**config.mk**
```make
export PLATFORM = sky130hd
export DESIGN_NAME = pipe_stage_skid_reg
export DESIGN_NICKNAME = d
export VERILOG_FILES = /design/src/rtl/pipe_stage_skid_reg.sv
export SDC_FILE = /design/constraint.sdc
export NUM_CORES = 1
export LEC_CHECK = 0
export BUFFER_PORTS_ARGS = -buffer_cell sky130_fd_sc_hd__buf_2
export CAP_MARGIN = 40
export CORE_MARGIN = 2
export CORE_UTILIZATION = 40
export CTS_CLUSTER_DIAMETER = 100
export DETAILED_ROUTE_END_ITERATION = 16
export SYNTH_ARGS = -nofsm -noshare
export SYNTH_HDL_FRONTEND = slang
export SYNTH_SLANG_ARGS = --single-unit
export TNS_END_PERCENT = 20
```
**constraint.sdc**
```tcl
create_clock -name CLK -period 2.8 [get_ports CLK]
set_input_delay 0.14 -clock CLK [delete_from_list [all_inputs] [get_ports CLK]]
set_output_delay 0.14 -clock CLK [all_outputs]
set_load 0.1 [all_outputs]
```
**src/rtl/pipe_stage_skid_reg.sv**
```systemverilog
// Reusable valid/ready pipeline stage with a 2-entry skid buffer and flush.
// Optional perf counters (STALL_CNT, BUBBLE_CNT) via `define STAGE_PERF_CNT_EN.
module pipe_stage_skid_reg #(
   parameter int DATA_W = 32,
   parameter int CTRL_W = 4,
   parameter int CNT_W  = 16
) (
   input  logic              CLK,
   input  logic              RESET,
   input  logic              FLUSH,
   input  logic              IN_VALID,
   output logic              IN_READY,
   input  logic [CTRL_W-1:0] IN_CTRL,
   input  logic [DATA_W-1:0] IN_DATA,
   output logic              OUT_VALID,
   input  logic              OUT_READY,
   output logic [CTRL_W-1:0] OUT_CTRL,
   output logic [DATA_W-1:0] OUT_DATA,
   output logic [1:0]        OCCUPANCY
`ifdef STAGE_PERF_CNT_EN
   ,
   output logic [CNT_W-1:0]  STALL_CNT,
   output logic [CNT_W-1:0]  BUBBLE_CNT
`endif
);

   typedef enum logic [1:0] {
      EMPTY = 2'd0,
      ONE   = 2'd1,
      FULL  = 2'd2
   } state_e;

   state_e            state_q, state_d;
   logic [CTRL_W-1:0] main_ctrl_q, main_ctrl_d;
   logic [DATA_W-1:0] main_data_q, main_data_d;
   logic [CTRL_W-1:0] skid_ctrl_q, skid_ctrl_d;
   logic [DATA_W-1:0] skid_data_q, skid_data_d;
   logic              in_xfer;
   logic              out_xfer;

   // Ready comes from state flops only, so downstream ready never reaches upstream.
   assign IN_READY  = !RESET && (state_q != FULL);
   assign OUT_VALID = (state_q != EMPTY);
   assign OUT_CTRL  = OUT_VALID ? main_ctrl_q : '0;
   assign OUT_DATA  = main_data_q;
   assign OCCUPANCY = state_q;

   assign in_xfer  = IN_VALID && IN_READY;
   assign out_xfer = OUT_VALID && OUT_READY;

   always_comb begin
      state_d     = state_q;
      main_ctrl_d = main_ctrl_q;
      main_data_d = main_data_q;
      skid_ctrl_d = skid_ctrl_q;
      skid_data_d = skid_data_q;
      if (FLUSH) begin
         state_d     = EMPTY;
         main_ctrl_d = '0;
         skid_ctrl_d = '0;
      end else begin
         unique case (state_q)
            EMPTY: begin
               if (in_xfer) begin
                  main_ctrl_d = IN_CTRL;
                  main_data_d = IN_DATA;
                  state_d     = ONE;
               end
            end
            ONE: begin
               if (in_xfer && out_xfer) begin
                  main_ctrl_d = IN_CTRL;
                  main_data_d = IN_DATA;
               end else if (in_xfer) begin
                  skid_ctrl_d = IN_CTRL;
                  skid_data_d = IN_DATA;
                  state_d     = FULL;
               end else if (out_xfer) begin
                  state_d = EMPTY;
               end
            end
            FULL: begin
               if (out_xfer) begin
                  main_ctrl_d = skid_ctrl_q;
                  main_data_d = skid_data_q;
                  state_d     = ONE;
               end
            end
            default: state_d = EMPTY;
         endcase
      end
   end

   always_ff @(posedge CLK or posedge RESET) begin
      if (RESET) begin
         state_q     <= EMPTY;
         main_ctrl_q <= '0;
         main_data_q <= '0;
         skid_ctrl_q <= '0;
         skid_data_q <= '0;
      end else begin
         state_q     <= state_d;
         main_ctrl_q <= main_ctrl_d;
         main_data_q <= main_data_d;
         skid_ctrl_q <= skid_ctrl_d;
         skid_data_q <= skid_data_d;
      end
   end

`ifdef STAGE_PERF_CNT_EN
   logic [CNT_W-1:0] stall_q;
   logic [CNT_W-1:0] bubble_q;

   // Saturating; only reset clears them so flushes do not hide history.
   always_ff @(posedge CLK or posedge RESET) begin
      if (RESET) begin
         stall_q  <= '0;
         bubble_q <= '0;
      end else begin
         if (OUT_VALID && !OUT_READY && (stall_q != '1))
            stall_q <= stall_q + 1'b1;
         if (!OUT_VALID && (bubble_q != '1))
            bubble_q <= bubble_q + 1'b1;
      end
   end

   assign STALL_CNT  = stall_q;
   assign BUBBLE_CNT = bubble_q;
`else
   // Counters absent in this build.
`endif

endmodule

```
==> results of run 1 <==
==> cells in the mapped netlist <==
master	number	share of area [%]
clkbuf_1	5	0.54
nand2_4	1	0.32
nand2b_1	4	0.72
nand3b_1	1	0.22
nor2b_1	7	1.3
nand2_1	1	0.11
inv_1	8	0.86
a221oi_1	4	1.0
nor2_4	1	0.32
and2b_1	1	0.22
or4_1	1	0.22
ha_1	4	1.4
nand3_1	1	0.14
o31ai_1	1	0.22
buf_6	3	0.97
buf_2	1	0.14
a21oi_1	2	0.29
nor2_1	13	1.4
dfrtp_1	74	53
and4bb_4	1	0.47
o211ai_2	1	0.36
buf_4	4	0.86
and3b_1	1	0.25
a311oi_1	4	1.0
o21ai_0	1	0.14
mux2i_1	5	1.4
mux2_1	64	21
mux2_4	1	0.43
o211a_2	1	0.29
mux2_2	32	10
==> layer usage <==
metal / global-route usage [%] / vias to the layer above
met5: 0 / -
met4: 5.449 / 0
met3: 4.317 / 4
met2: 24.20 / 47
met1: 20.60 / 1116
li1: - / 1051
==> stage by stage <==
step | utilization, % | instance area [sq um] | hold slack (ns) | worst slack [ns] | cells
6_report | 50.29 | 4322 | 0.02769 | 0.6295 | 445
5_1_grt | 50.29 | 4322 | 0.02132 | 0.4510 | 445
4_1_cts | 50.29 | 4322 | 0.008942 | 0.5942 | 445
3_5_place_dp | 46.86 | 4026 | 0.3156 | 0.6051 | 428
3_3_place_gp | 46.62 | 4006 | 0.3690 | 0.6347 | 427
2_1_floorplan | - | 3487 | 0.2747 | 0.1199 | 248
==> worst reg2reg max path, delay by kind of cell, from the launching register on <==
kind,cells,cell delay [ns]
AO/OA/AOI/OAI,1,0.08
adder cells (fa/ha/maj),1,0.44
buffers and inverters,1,0.11
flip-flops,1,0.43
multiplexers,1,0.26
AND/OR/NAND/NOR,2,0.75
==> what timing repair did <==
item,CTS,global route
gates resized for setup,0,0
hold endpoints to repair,36,0
hold buffers,1,0
==> layout make-up <==
| class | count | area, sq um |
|---|---|---|
| clock buffers | 12 | 165.2 |
| clock inverters | 4 | 120.1 |
| fillers | 812 | 4272 |
| inverters | 8 | 31.28 |
| multi-input cells | 153 | 1518 |
| flip-flops and latches | 74 | 1854 |
| well taps | 108 | 135.1 |
| repair buffers | 86 | 498.0 |
==> sequential cells by signal (all words and copies together), names as in the netlist <==
signal,count
main_ctrl_q,4
skid_data_q,32
OUT_DATA,32
OCCUPANCY,2
skid_ctrl_q,4
==> worst min-delay path by stage <==
| stage | startpoint | slack, ns | end |
|---|---|---|---|
| floorplan | IN_DATA[29] | 0.27 | skid_data_q[29] |
| global placement | IN_DATA[11] | 0.37 | skid_data_q[11] |
| detailed placement | RESET | 0.32 | main_ctrl_q[0] |
| CTS | IN_DATA[17] | 0.009 | skid_data_q[17] |
| global route | IN_DATA[17] | 0.02 | skid_data_q[17] |
| finish | IN_DATA[17] | 0.03 | skid_data_q[17] |
==> logic make-up (layout without fill, tap and decap cells) <==
| family | after synthesis | in the layout | share of synthesized area, % |
|---|---|---|---|
| multiplexers | 102 | 102 | 32.96 |
| AO/OA/AOI/OAI | 14 | 14 | 3.310 |
| buffers and inverters | 21 | 110 | 3.382 |
| AND/OR/NAND/NOR | 33 | 33 | 5.650 |
| flip-flops | 74 | 74 | 53.26 |
| adder cells (fa/ha/maj) | 4 | 4 | 1.439 |
==> out/summary.txt, run 1 <==
drt total wl = 6.770 mm
setup violators final = 0
period utilization = 77.52%
Setup crit end kind = register
initial antenna violation count = 0
CP Data Arrival Time = 2.41 ns
FF-to-FF Start = OCCUPANCY[0]
GPL Wtd Cong = 0.7198
die height = 97.24 microns
vias in the first global route = 2336
die width = 97.24 microns
Critical path buffers and inverters = 1
f_max = 460.7 MHz
vias after detailed routing = 2218
flop2flop setup slack = 0.63 ns
total CTS buffers = 9
gr usage total = 15.41%
first drt pass iteration count = 3
wire length on met2 = 3.141 mm
Crit-path slowest cell = or4_1
CP endpoint = OCCUPANCY[0]
number of synthesized register bits = 74
commonest non-fill, non-tap cells in the layout = buf_2 (80), dfrtp_1 (72), mux2_1 (64)
outcome = completed
M1 WL = 3.203 mm
Yosys warnings = 0
Syn Std Cell Area = 3477 sq um
Crit Path Category = reg2reg
htree depth = 3
met3 WL = 361 microns
CP max stage delay = 0.47 ns
r2r endpoint = OCCUPANCY[0]
Worst-Skew Late Latency = 0.34 ns
Setup TNS = 0 ns
syn nets = 293
mean area per synthesized cell = 14.02 sq um
wire length per cell = 15.21 microns
Seq/Total Area, Yosys = 53.26%
clk sinks = 74
Total Nets Final = 377
post-DP HPWL = 4.567 mm
Mapped Cells = 248
CP Data Required Time = 3.04 ns
initial core utilization = 40.46%
1st-iter DRT viols = 56
Area growth, synth to finish = 24.29%
Final Hold Fails = 0
GRT overflow = 0
Site Rows = 34
CP delay by family, top = simple AND/OR/NAND/NOR gates
Rel. slew slack = 55.82%
largest net degree at the start of global routing = 38
Worst Path Max Fanout = 14
cell count along the critical path = 6
hold path cells = 2
crit path from = OCCUPANCY[0]
Clock Pin Slew Worst Setup and Hold Paths = 0.08 ns
CTS max path bufs = 2
most common cell after layout, fill and taps aside = buf_2
minimum clock period = 2.171 ns
CP Cell Sequence = inv_1 > ha_2 > and4bb_4 > mux2_4 > or4_1 > o31ai_1
Buffers on Ports = 80
hold crit path type = in2reg
Top Layer Used = met4
Slew Viols, Final = 0
Residual DRC = 0
Ant. Diodes = 0
I/O pins = 81
Core Region = 8593 sq um
share of cells above drive strength 1 = 42.73%
startpoint types = register
first-pass GRT wire length = 11.71 mm
Setup Fix Bufs, Post-CTS = 0
Clock Skews = 0.005871 ns
vias per cell = 4.984
worst-margin pin slew = 0.6619 ns
CTS root buffer = clkbuf_8
RSZ-0062 raised after global routing = false
ANT nets after route = 0
Synth cell types = 30
die area = 9455 sq um
reg2reg path depth = 6
max-capacitance violation count = 0
CTS tree = built
Power of run 1 is not shown: default switching activity piles up to over one toggle a cycle in this logic, so the estimate is an artifact.
==> run 2, diff against run 1 <==
==> constraint.sdc (replaced) <==
create_clock -name CLK -period 1.95 [get_ports CLK]
set_input_delay 0.0975 -clock CLK [delete_from_list [all_inputs] [get_ports CLK]]
set_output_delay 0.0975 -clock CLK [all_outputs]
set_load 0.1 [all_outputs]
==> out/summary.txt, run 2 (synthesis results as in run 1) <==
outcome = completed
Finished Core Util = 55.58% (+5.3 points)
initial core utilization = 40.46% (unchanged)
Area growth, synth to finish = 37.35%
startpoint types = register
die area = 9455 sq um (unchanged)
flop2flop setup slack = 0.05 ns (-0.58 ns)
CP Data Arrival Time = 2.12 ns (-0.29 ns)
worst-margin pin slew = 0.5024 ns (-0.1596 ns)
CP delay by family, top = simple AND/OR/NAND/NOR gates
I/O pins = 81 (unchanged)
GRT overflow = 0 (unchanged)
Ant. Diodes = 0 (unchanged)
crit path from = OCCUPANCY[1]
Crit Path Category = reg2reg
RSZ-0062 raised after global routing = true
first drt pass iteration count = 4 (+1)
Final Hold Fails = 0 (unchanged)
Total Nets Final = 418 (+11%)
r2r endpoint = skid_data_q[10]
GPL Wtd Cong = 0.8007 (+11%)
setup violators final = 0 (unchanged)
die height = 97.24 microns (unchanged)
Reg area = 1854 sq um (unchanged)
Crit-path slowest cell = dfrtp_2
FF-to-FF Start = OCCUPANCY[1]
reg2reg path depth = 7 (+1)
placed insts = 435 (+1.6%)
worst min-delay path startpoint = IN_CTRL[1]
wire length per cell = 14.94 microns (-1.8%)
Setup crit end kind = register
vias after detailed routing = 2372 (+6.9%)
CP Data Required Time = 2.17 ns (-0.87 ns)
Rel. slew slack = 66.74% (+11 points)
post-DP HPWL = 4.755 mm (+4.1%)
CTS max path bufs = 2 (unchanged)
drt total wl = 7.259 mm (+7.2%)
Slew Viols, Final = 0 (unchanged)
clk sinks = 74 (unchanged)
1st-iter DRT viols = 53 (-5.4%)
total CTS buffers = 9 (unchanged)
WHS = 0.01470 ns (-0.01299 ns)
area of the multi-input gates = 1597 sq um (+5.2%)
max-capacitance violation count = 0 (unchanged)
initial antenna violation count = 0 (unchanged)
CP Cell Sequence = inv_2 > ha_2 > and4bb_4 > nand2_4 > nor2_4 > buf_12 > mux2_1
hold endpoint = skid_ctrl_q[1]
Residual DRC = 0 (unchanged)
period utilization = 97.59% (+20 points)
number of fillers in the final layout = 760 (-6.4%)
first-pass GRT wire length = 12.21 mm (+4.2%)
CP max stage delay = 0.44 ns (-0.03 ns)
Buffers on Ports = 80 (unchanged)
f_max = 525.5 MHz (+14%)
die width = 97.24 microns (unchanged)
commonest non-fill, non-tap cells in the layout = buf_2 (80), dfrtp_1 (72), mux2_1 (63)
Site Rows = 34 (unchanged)
CTS tree = built
Clock Skews = 0.006849 ns (+0.0009775 ns)
Worst Path Max Fanout = 18 (+4)
vias per cell = 4.881 (-2.1%)
ANT nets after route = 0 (unchanged)
vias in the first global route = 2509 (+7.4%)
CTS root buffer = clkbuf_8
most common cell after layout, fill and taps aside = buf_2
Clock Pin Slew Worst Setup and Hold Paths = 0.07 ns (about the same)
share of cells above drive strength 1 = 43.65% (+0.92 points)
gr usage total = 16.24% (+0.83 points)
largest net degree at the start of global routing = 33 (-13%)
hold crit path type = in2reg
Core Region = 8593 sq um (unchanged)
non-filler cells, final = 486 (+9.2%)
Setup Fix Bufs, Post-CTS = 0 (unchanged)
Critical path buffers and inverters = 2 (+1)
minimum clock period = 1.903 ns (-0.2675 ns)
htree depth = 3 (unchanged)
hold path cells = 3 (+1)
Worst-Skew Late Latency = 0.34 ns (about the same)
==> run 2: worst reg2reg max path: cells and delay by family (launching register included) <==
family / cells / cell delay [ns]
and+or+nand+nor: 3 / 0.49
adders and majority gates: 1 / 0.24
buffers and inverters: 2 / 0.25
muxes: 1 / 0.35
DFF: 1 / 0.44
==> run 2: worst max-delay path by stage <==
| stage | to | slack, ns | depth (start not counted) |
|---|---|---|---|
| floorplan | main_ctrl_q[0] | -0.36 | 7 |
| global placement | skid_data_q[28] | 0.03 | 7 |
| detailed placement | OUT_DATA[16] | 0.005 | 7 |
| CTS | OUT_DATA[16] | 0.003 | 7 |
| global route | main_ctrl_q[3] | -0.05 | 7 |
| finish | skid_data_q[10] | 0.05 | 7 |
==> run 2: metrics by stage <==
stage / setup WS, ns / cell area, sq um / TNS, ns
3_5_place_dp: 0.005096 / 4156 / 0
2_1_floorplan: -0.3587 / 3566 / -22.57
5_1_grt: -0.04996 / 4776 / -1.254
4_1_cts: 0.003179 / 4731 / 0
3_3_place_gp: 0.03059 / 4156 / 0
6_report: 0.04699 / 4776 / 0
==> run 2: area by class of cell <==
type	count	share of cell area (%)
Clock inverter	5	2.148
Multi-Input combinational cell	153	33.43
Tap cell	108	2.829
Clock buffer	11	2.751
Sequential cell	74	38.83
Timing Repair Buffer	127	19.31
Inverter	8	0.7074
==> run 2: timing repair <==
item | 4_1_cts | 5_1_grt
resized for setup | 0 | 6
endpoints found under the setup margin | 0 | 70
endpoints found under the hold margin | 48 | 0
hold buffers | 34 | 0
==> run 2: routing by layer <==
| metal | up-vias | GRT usage, % | routed length [microns] |
|---|---|---|---|
| met5 | - | 0 | 0 |
| met4 | 0 | 5.662 | 105 |
| met3 | 10 | 5.612 | 421 |
| met2 | 53 | 26.23 | 3442 |
| met1 | 1171 | 20.41 | 3290 |
| li1 | 1138 | - | - |
Power of run 2 is left out for the same reason.
